===== src/rtl/cheri_dec_pipe.sv =====
// CHERI decode-to-EX pipe register.
// Holds one decoded CHERI instruction between the decoder and the EX stage.
// Multicycle ops stay resident for McCycles EX handshakes. Non-CHERI
// handshakes are accepted without being captured.

package cheri_pkg;

    // Width of the one-hot decoded CHERI operator vector.
    localparam int unsigned OPDW = 16;

    // Bit position of each decoded operator inside the one-hot vector.
    typedef enum int unsigned {
        OP_CGET_PERM        = 0,
        OP_CGET_TYPE        = 1,
        OP_CGET_BASE        = 2,
        OP_CGET_LEN         = 3,
        OP_CGET_TAG         = 4,
        OP_CGET_TOP         = 5,
        OP_CGET_ADDR        = 6,
        OP_CSEAL            = 7,
        OP_CUNSEAL          = 8,
        OP_CAND_PERM        = 9,
        OP_CSET_ADDR        = 10,
        OP_CINC_ADDR        = 11,
        OP_CSET_BOUNDS      = 12,
        OP_CSET_BOUNDS_EXACT = 13,
        OP_CSPECIAL_RW      = 14,
        OP_CMOVE            = 15
    } cheri_op_e;

    // One-hot operator vector for a single decoded operator.
    function automatic logic [OPDW-1:0] op_onehot(input cheri_op_e op);
        logic [OPDW-1:0] vec;
        vec = '0;
        vec[op] = 1'b1;
        return vec;
    endfunction

endpackage

module cheri_dec_pipe
    import cheri_pkg::*;
#(
    parameter int unsigned McCycles = 2
) (
    input  logic             clk_i,
    input  logic             rst_ni,

    input  logic             dec_valid_i,
    output logic             dec_ready_o,
    input  logic             instr_is_cheri_i,
    input  logic [OPDW-1:0]  cheri_operator_i,
    input  logic [11:0]      cheri_imm12_i,
    input  logic [19:0]      cheri_imm20_i,
    input  logic [20:0]      cheri_imm21_i,
    input  logic [4:0]       cheri_cs2_dec_i,
    input  logic             cheri_multicycle_i,
    input  logic             flush_i,

    input  logic             ex_ready_i,
    output logic             ex_valid_o,
    output logic [OPDW-1:0]  ex_operator_o,
    output logic [11:0]      ex_imm12_o,
    output logic [19:0]      ex_imm20_o,
    output logic [20:0]      ex_imm21_o,
    output logic [4:0]       ex_cs2_o,
    output logic             ex_first_cycle_o,
    output logic             ex_last_cycle_o,
    output logic             ex_illegal_o
);

    typedef enum logic [1:0] {
        ST_EMPTY = 2'd0,
        ST_FULL  = 2'd1,
        ST_MC    = 2'd2
    } state_e;

    // Counter start value: the op occupies EX for cnt+1 accepted cycles.
    localparam logic [2:0] CntInit = 3'(McCycles - 1);

    state_e     state_q, state_d;
    logic [2:0] cnt_q, cnt_d;
    logic       first_q, first_d;
    logic       capture;
    logic       complete;
    logic       load;
    logic       clear;
    logic       op_legal;

    assign op_legal = (cheri_operator_i != '0);

    // Handshake, capture/completion detection and next-state selection.
    always_comb begin
        // NOTE: every signal gets a default before the case/if tree so no
        // path leaves it unassigned, which would infer a latch.
        dec_ready_o = 1'b0;
        state_d     = state_q;
        cnt_d       = cnt_q;
        first_d     = first_q;
        load        = 1'b0;
        clear       = 1'b0;
        complete    = 1'b0;

        unique case (state_q)
            ST_EMPTY: dec_ready_o = 1'b1;
            ST_FULL: begin
                dec_ready_o = ex_ready_i;
                complete    = ex_ready_i;
            end
            ST_MC: begin
                dec_ready_o = ex_ready_i && (cnt_q == 3'd0);
                complete    = ex_ready_i && (cnt_q == 3'd0);
            end
            default: dec_ready_o = 1'b1;
        endcase

        capture = dec_valid_i && dec_ready_o && instr_is_cheri_i && !flush_i;

        if (flush_i) begin
            // Flush wins over everything, including a same-cycle capture.
            state_d = ST_EMPTY;
            cnt_d   = 3'd0;
            first_d = 1'b0;
            clear   = 1'b1;
        end else if (capture) begin
            // Covers both capture from EMPTY and back-to-back after completion.
            load    = 1'b1;
            first_d = 1'b1;
            if (cheri_multicycle_i && op_legal) begin
                state_d = ST_MC;
                cnt_d   = CntInit;
            end else begin
                state_d = ST_FULL;
                cnt_d   = 3'd0;
            end
        end else if (complete) begin
            state_d = ST_EMPTY;
            cnt_d   = 3'd0;
            first_d = 1'b0;
            clear   = 1'b1;
        end else if (state_q == ST_MC && ex_ready_i) begin
            // An intermediate multicycle step: cnt is nonzero here.
            cnt_d   = cnt_q - 3'd1;
            first_d = 1'b0;
        end
    end

    // State, counter and first-cycle flag registers.
    always_ff @(posedge clk_i or negedge rst_ni) begin
        if (!rst_ni) begin
            state_q <= ST_EMPTY;
            cnt_q   <= 3'd0;
            first_q <= 1'b0;
        end else begin
            // NOTE: sequential state uses non-blocking assignments so every
            // register samples pre-edge values regardless of statement order.
            state_q <= state_d;
            cnt_q   <= cnt_d;
            first_q <= first_d;
        end
    end

    // Payload registers: load on capture, zero on flush or completion.
    always_ff @(posedge clk_i or negedge rst_ni) begin
        if (!rst_ni) begin
            // NOTE: the payload is a handful of flops, not a memory, so it is
            // reset; an empty pipe must present all-zero fields.
            ex_operator_o <= '0;
            ex_imm12_o    <= '0;
            ex_imm20_o    <= '0;
            ex_imm21_o    <= '0;
            ex_cs2_o      <= '0;
            ex_illegal_o  <= 1'b0;
        end else if (clear) begin
            ex_operator_o <= '0;
            ex_imm12_o    <= '0;
            ex_imm20_o    <= '0;
            ex_imm21_o    <= '0;
            ex_cs2_o      <= '0;
            ex_illegal_o  <= 1'b0;
        end else if (load) begin
            ex_operator_o <= cheri_operator_i;
            ex_imm12_o    <= cheri_imm12_i;
            ex_imm20_o    <= cheri_imm20_i;
            ex_imm21_o    <= cheri_imm21_i;
            ex_cs2_o      <= cheri_cs2_dec_i;
            ex_illegal_o  <= !op_legal;
        end
    end

    assign ex_valid_o       = (state_q != ST_EMPTY);
    assign ex_first_cycle_o = first_q;
    assign ex_last_cycle_o  = (state_q == ST_FULL) ||
                              ((state_q == ST_MC) && (cnt_q == 3'd0));

endmodule


===== config.mk =====
export PLATFORM = sky130hd
export DESIGN_NAME = cheri_dec_pipe
export DESIGN_NICKNAME = d
export VERILOG_FILES = /design/src/rtl/cheri_dec_pipe.sv
export SDC_FILE = /design/constraint.sdc
export NUM_CORES = 1
export LEC_CHECK = 0
export BUFFER_PORTS_ARGS = -buffer_cell sky130_fd_sc_hd__buf_2
export CORE_ASPECT_RATIO = 1.1
export CORE_UTILIZATION = 45
export DETAILED_ROUTE_END_ITERATION = 10
export GPL_TIMING_DRIVEN = 0
export PLACE_DENSITY = 0.89
export SLEW_MARGIN = 20
export SYNTH_ARGS = -nofsm -noshare
export SYNTH_HDL_FRONTEND = slang
export SYNTH_SLANG_ARGS = --single-unit

===== constraint.sdc =====
create_clock -name clk_i -period 3.6 [get_ports clk_i]
set_clock_uncertainty 0.15 [all_clocks]
set_input_delay 0.36 -clock clk_i [delete_from_list [all_inputs] [get_ports clk_i]]
set_output_delay 0.36 -clock clk_i [all_outputs]
set_load 0.03 [all_outputs]

Word level (Yosys, flattened, before mapping)
Cells that the tools add are included.
{"block": "word_totals", "memories": 0, "regBits": 81, "latchBits": 0, "wordCells": 60, "ramBits": 0, "out_inout_bits": 79, "mem_bits_ro": 0}
{"block": "op_classes", "bitwise_logic": 0, "shifts": 0, "magnitude_cmp": 0, "n_eq_ne": 2, "n_mul": 0, "n_div": 0, "muxes": 32, "add_sub_neg": 1, "reduce_logical": 16}
{"cell": "$mux W21", "n": 2}
{"cell": "$mux W20", "n": 2}
{"cell": "$mux W16", "n": 2}
{"cell": "$mux W12", "n": 2}
{"cell": "$reduce_bool A16 Y1", "n": 1}
{"cell": "$mux W1", "n": 12}
{"cell": "$mux W3", "n": 4}
{"cell": "$mux W5", "n": 2}
{"cell": "$mux W2", "n": 4}
{"cell": "$logic_and A1 B1 Y1", "n": 7}
{"cell": "$pmux W1 S2", "n": 2}
{"cell": "$reduce_bool A2 Y1", "n": 2}
{"cell": "$reduce_bool A4 Y1", "n": 1}
{"cell": "$logic_not A3 Y1", "n": 1}
{"cell": "$reduce_bool A3 Y1", "n": 1}
{"cell": "$sub A3 B1 Y3 const B", "n": 1}
{"cell": "$eq A2 B1 Y1 const B", "n": 1}
{"cell": "$eq A2 B2 Y1 const B", "n": 1}
{"cell": "$logic_not A1 Y1", "n": 2}
{"cell": "$logic_or A1 B1 Y1", "n": 1}

Depth between registers and ports, before layout
{"block": "depth", "ltp_word": 10, "mapped_depth": 9}

Worst setup path after synthesis
No wires, ideal clock.
{"block": "synth_timing", "path_type": "reg-to-reg", "start": "register cnt_q[0]", "end": "register ex_cs2_o[4]", "stages_incl_launch_ff": 10, "path_buffers": 2, "period_less_slack_ps": 2218, "t_required_ps": 3372, "path_slack_ps": 1382, "arrival_time_ps": 1990, "path_cell_list": "dfrtp_1 > inv_1 > ha_1 > ha_1 > a21o_1 > a311oi_2 > buf_4 > buf_4 > nand2_1 > a21oi_1"}
{"block": "synth_between", "elab_chain_len": 9, "word_cells_on_any_way": 14}
{"element": "from (decl)", "line_no": "82", "source": "logic [2:0] cnt_q, cnt_d;"}
{"element": "from (signal assigned)", "line_no": "158", "source": "cnt_q <= cnt_d;"}
{"element": "$logic_not A3 Y1 (*)", "line_no": "111, 112"}
{"element": "$logic_and A1 B1 Y1 (*)", "line_no": "111, 112"}
{"element": "$pmux W1 S2", "line_no": "104", "source": "unique case (state_q)"}
{"element": "$logic_and A1 B1 Y1 (3 in series)", "line_no": "117", "source": "capture = dec_valid_i && dec_ready_o && instr_is_cheri_i && !flush_i;"}
{"element": "$mux W1", "line_no": "125", "source": "end else if (capture) begin"}
{"element": "$mux W1", "line_no": "119", "source": "if (flush_i) begin"}
{"element": "$mux W5 / $reduce_bool A2 Y1 (equally long branches)"}
{"element": "to (signal assigned)", "line_no": "186", "source": "ex_cs2_o <= cheri_cs2_dec_i;"}
{"element": "to (decl)", "line_no": "66", "source": "output logic [4:0] ex_cs2_o,"}
Every way passes the cells marked *; elsewhere a longest branch is shown, timed or not.
A chain may end at the register's enable or synchronous reset.

Worst setup path in the final report
{"block": "layout_timing", "start": "register state_q[0]", "end": "register ex_cs2_o[4]"}
{"block": "layout_between", "elab_chain_len": 8, "word_cells_on_any_way": 14}
{"element": "from (decl)", "line_no": "81", "source": "state_e state_q, state_d;"}
{"element": "from (signal assigned)", "line_no": "157", "source": "state_q <= state_d;"}
{"element": "$eq A2 B2 Y1 / $eq A2 B1 Y1 (equally long branches)", "line_no": "104"}
{"element": "$pmux W1 S2", "line_no": "104"}
{"element": "$logic_and A1 B1 Y1 (3 in series)", "line_no": "117"}
{"element": "$mux W1", "line_no": "125"}
{"element": "$mux W1", "line_no": "119"}
{"element": "$mux W5 / $reduce_bool A2 Y1 (equally long branches)"}
Several ways; a longest one is shown, not always the timed one.

==> impl_metrics.csv <==
group,metric,value,unit
grt,grt_max_degree,62,
critical_path,reg2reg_from,"state_q[0]",
clock_tree,htree_levels,3,
drt,avgRoutedWirePerCell,15.3,µm
placement,gp_congestion,0.785,
finish,final_cells,491,
floorplan,num_rows,31,
drt,routed_wl,7500,µm
critical_path,path_class,"reg -> reg",
critical_path,startpoint,"state_q[0]",
critical_path,cp-end-kind,"flip-flop",
run_status,status,"complete, no violations",
critical_path,cp_cell_sequence,"inv_1, ha_1, and3b_1, a311oi_2, buf_4, buf_4, nand2_1, a21oi_1",
drt,drt_first_pass_iters,4,
critical_path,cp_slowest_stage_delay,540,ps
worst_hold_path,hold_path.class,"in -> reg",
timing,hold_viol_final,0,
grt,track_usage,21.6,%
critical_path,crit_buf_inv,3,
logic_synthesis,netlist_instances,234,
logic_synthesis,synth-edff-count,0,
floorplan,die_area,0.00719,mm²
pwr,ir_worst_vdd,262,µV
critical_path,cp-start-kind,"flip-flop",
floorplan,coreArea,0.00659,mm²
grt,grt_pass1_vias,2503,
drt,drc_errors,0,
placement,dpl.hpwl,5560,µm
critical_path,crit_end,"ex_cs2_o[4]",
drt,drtIter0Drc,79,
critical_path,cp.depth,8,
timing,period_share,69.8,%
drt,drtAntennaViolNets,0,
finish,drive_above_1_share,45.0,%
job,cap_violations,0,
timing,relSlewSlack,62.1,%
timing,setup-tns-final,0,ps
logic_synthesis,synth.avg_cell_area,13.2,µm²
critical_path,rr_worst_depth,8,
timing,finalCriticalPeriod,2510,ps
finish,antenna_cells,0,
timing,max_slew.worst_pin.slew,569,ps
logic_synthesis,synth_warnings,0,
pwr,power.density,483,mW/mm²
timing,fmax,398,MHz
logic_synthesis,synth-seq-area-share,65.7,%
critical_path,crit_path_top_delay_cell,"a311oi_2",
floorplan,die_h,88.8,µm
clock_tree,cts-root-buf,"clkbuf_8",
pwr,p_leak,0.00239,µW
timing,setup_viol,0,
placement,placed_area,0.00401,mm²
logic_synthesis,ys_types,24,
grt,grt_pass1_wl,11600,µm
logic_synthesis,synthAdderAreaFrac,2.03,%
critical_path,worstReg2RegEnd,"ex_cs2_o[4]",
timing,slew_violations,0,
finish,fillers,548,
logic_synthesis,synthSimpleGateAreaFrac,5.11,%
placement,dp.cells,475,
drt,num_vias,2597,
clock_tree,cts.sinks,81,
critical_path,crit_path_frequent_cell,"buf_4",
grt,grt-ovfl-total,0,
critical_path,cp.arrival,2620,ps
placement,io_buffers,158,
clock_tree,clkLatencyLatePin,340,ps
logic_synthesis,ys_ff_latch,81,
clock_tree,cts.clk_slew.worst_paths,80,ps
critical_path,cp_top_family,"compound AO/OA/AOI/OAI gates",
finish,multi_input_area,946,µm²
logic_synthesis,synth.net_count,320,
logic_synthesis,synth_mux_area_share,0,%
logic_synthesis,synth-compound-area-share,23.5,%
clock_tree,post_cts_resized,0,
finish,regArea,0.00203,mm²
finish,syn_to_final_growth,37.1,%
grt,antenna_found_initial,0,
drt,viasPerCell,5.29,
clock_tree,cts_tree,"built",
logic_synthesis,synthFlopType,"dfrtp_1",
logic_synthesis,synth_top_family_by_area,"compound AO/OA/AOI/OAI gates",
floorplan,pin_count,160,
critical_path,r2r_slack,1090,ps
clock_tree,cts_buffer_depth,2,
clock_tree,cts_buffers,9,
logic_synthesis,synth-async-reset-ratio,100,%
finish,num-nets-final,491,
finish,finalInstanceArea,0.00423,mm²
logic_synthesis,synth_area,0.00308,mm²
floorplan,initial_core_util,46.8,%
timing,rsz0062_at_grt,"no",
floorplan,die-width,80.9,µm
critical_path,required,3710,ps
critical_path,cp_max_fo,10,
logic_synthesis,synth_xor_area_share,0,%
-- cells in the mapped netlist, drive strengths merged, types with 2 or more instances --
library cell	instances	area share [%]
a22o	66	19
inv	7	0.85
nand2	24	2.9
nor2	2	0.24
ha	5	2.0
buf	11	1.9
a311oi	3	1.3
nor4	4	0.81
clkbuf	7	0.85
a21oi	11	1.8
nand3	4	0.65
dfrtp	81	66
-- area by class of cell --
class | count | area share [%]
plain buffers | 18 | 2.01
clock buffers | 12 | 3.43
clock inverters | 3 | 1.54
inverters | 7 | 0.621
multi-input cells | 128 | 22.4
flip-flops and latches | 81 | 47.9
well taps | 82 | 2.43
repair buffers | 160 | 19.7
-- repair_timing --
item / CTS / global route
setup buffers: 0 / 0
hold endpoints to repair: 20 / 0
hold buffers: 1 / 0
-- cells by family after synthesis --
group,Yosys count
AOI/OAI and AO/OA,87
adders and majority gates,5
buffers and inverters,25
DFF,81
and+or+nand+nor,36
-- power breakdown --
part           total [µW]  internal (µW)  switching, µW  leakage, µW
Clock                 703            406            297     0.000106
Combinational         353            122            230      0.00118
Sequential            986            960           26.4      0.00110
-- cell usage in the layout, fill, tap and decap left out, types with 3 or more instances in the layout --
master and instances:
a21oi_1 11, a22o_1 66, buf_2 165, buf_4 3, clkbuf_1 9, clkbuf_8 10
dfrtp_1 81, ha_1 5, inv_1 7, nand2_1 24, nand3_1 4, nor4_1 4
-- metrics by stage --
step | utilization [%] | worst slack [ps] | total power [µW] | hold WS (ps)
5_1_grt | 64.1 | 783 | 2140 | 66.3
2_1_floorplan | - | 1380 | 1210 | -85.6
6_report | 64.1 | 1090 | 2040 | 83.2
4_1_cts | 64.1 | 985 | 2070 | 64.4
3_3_place_gp | 60.3 | 1100 | 1340 | 322
3_5_place_dp | 60.8 | 1010 | 1360 | 121
-- sequential cells by signal (all words and copies together) (netlist names) --
register,cells
ex_imm21_o,21
state_q,2
ex_first_cycle_o,1
cnt_q,3
ex_imm12_o,12
ex_operator_o,16
ex_imm20_o,20
ex_illegal_o,1
ex_cs2_o,5
-- per-layer routing --
metal	routed length [µm]	vias to the layer above	GRT usage, %
li1	-	1216	-
met1	3200	1261	26.5
met2	3710	106	35.8
met3	455	14	5.15
met4	130	0	10.6
met5	0	-	0
-- worst min-delay path by stage --
stage	endpoint	slack [ps]	cells after the start	from
floorplan	cnt_q[0]	-90	0	rst_ni
global placement	ex_illegal_o	320	2	ex_illegal_o
detailed placement	ex_cs2_o[2]	120	1	rst_ni
CTS	ex_imm12_o[3]	60	2	cheri_imm12_i[3]
global route	ex_imm12_o[3]	70	2	cheri_imm12_i[3]
finish	ex_imm12_o[3]	80	2	cheri_imm12_i[3]
Power figures use the tool's default switching activity.
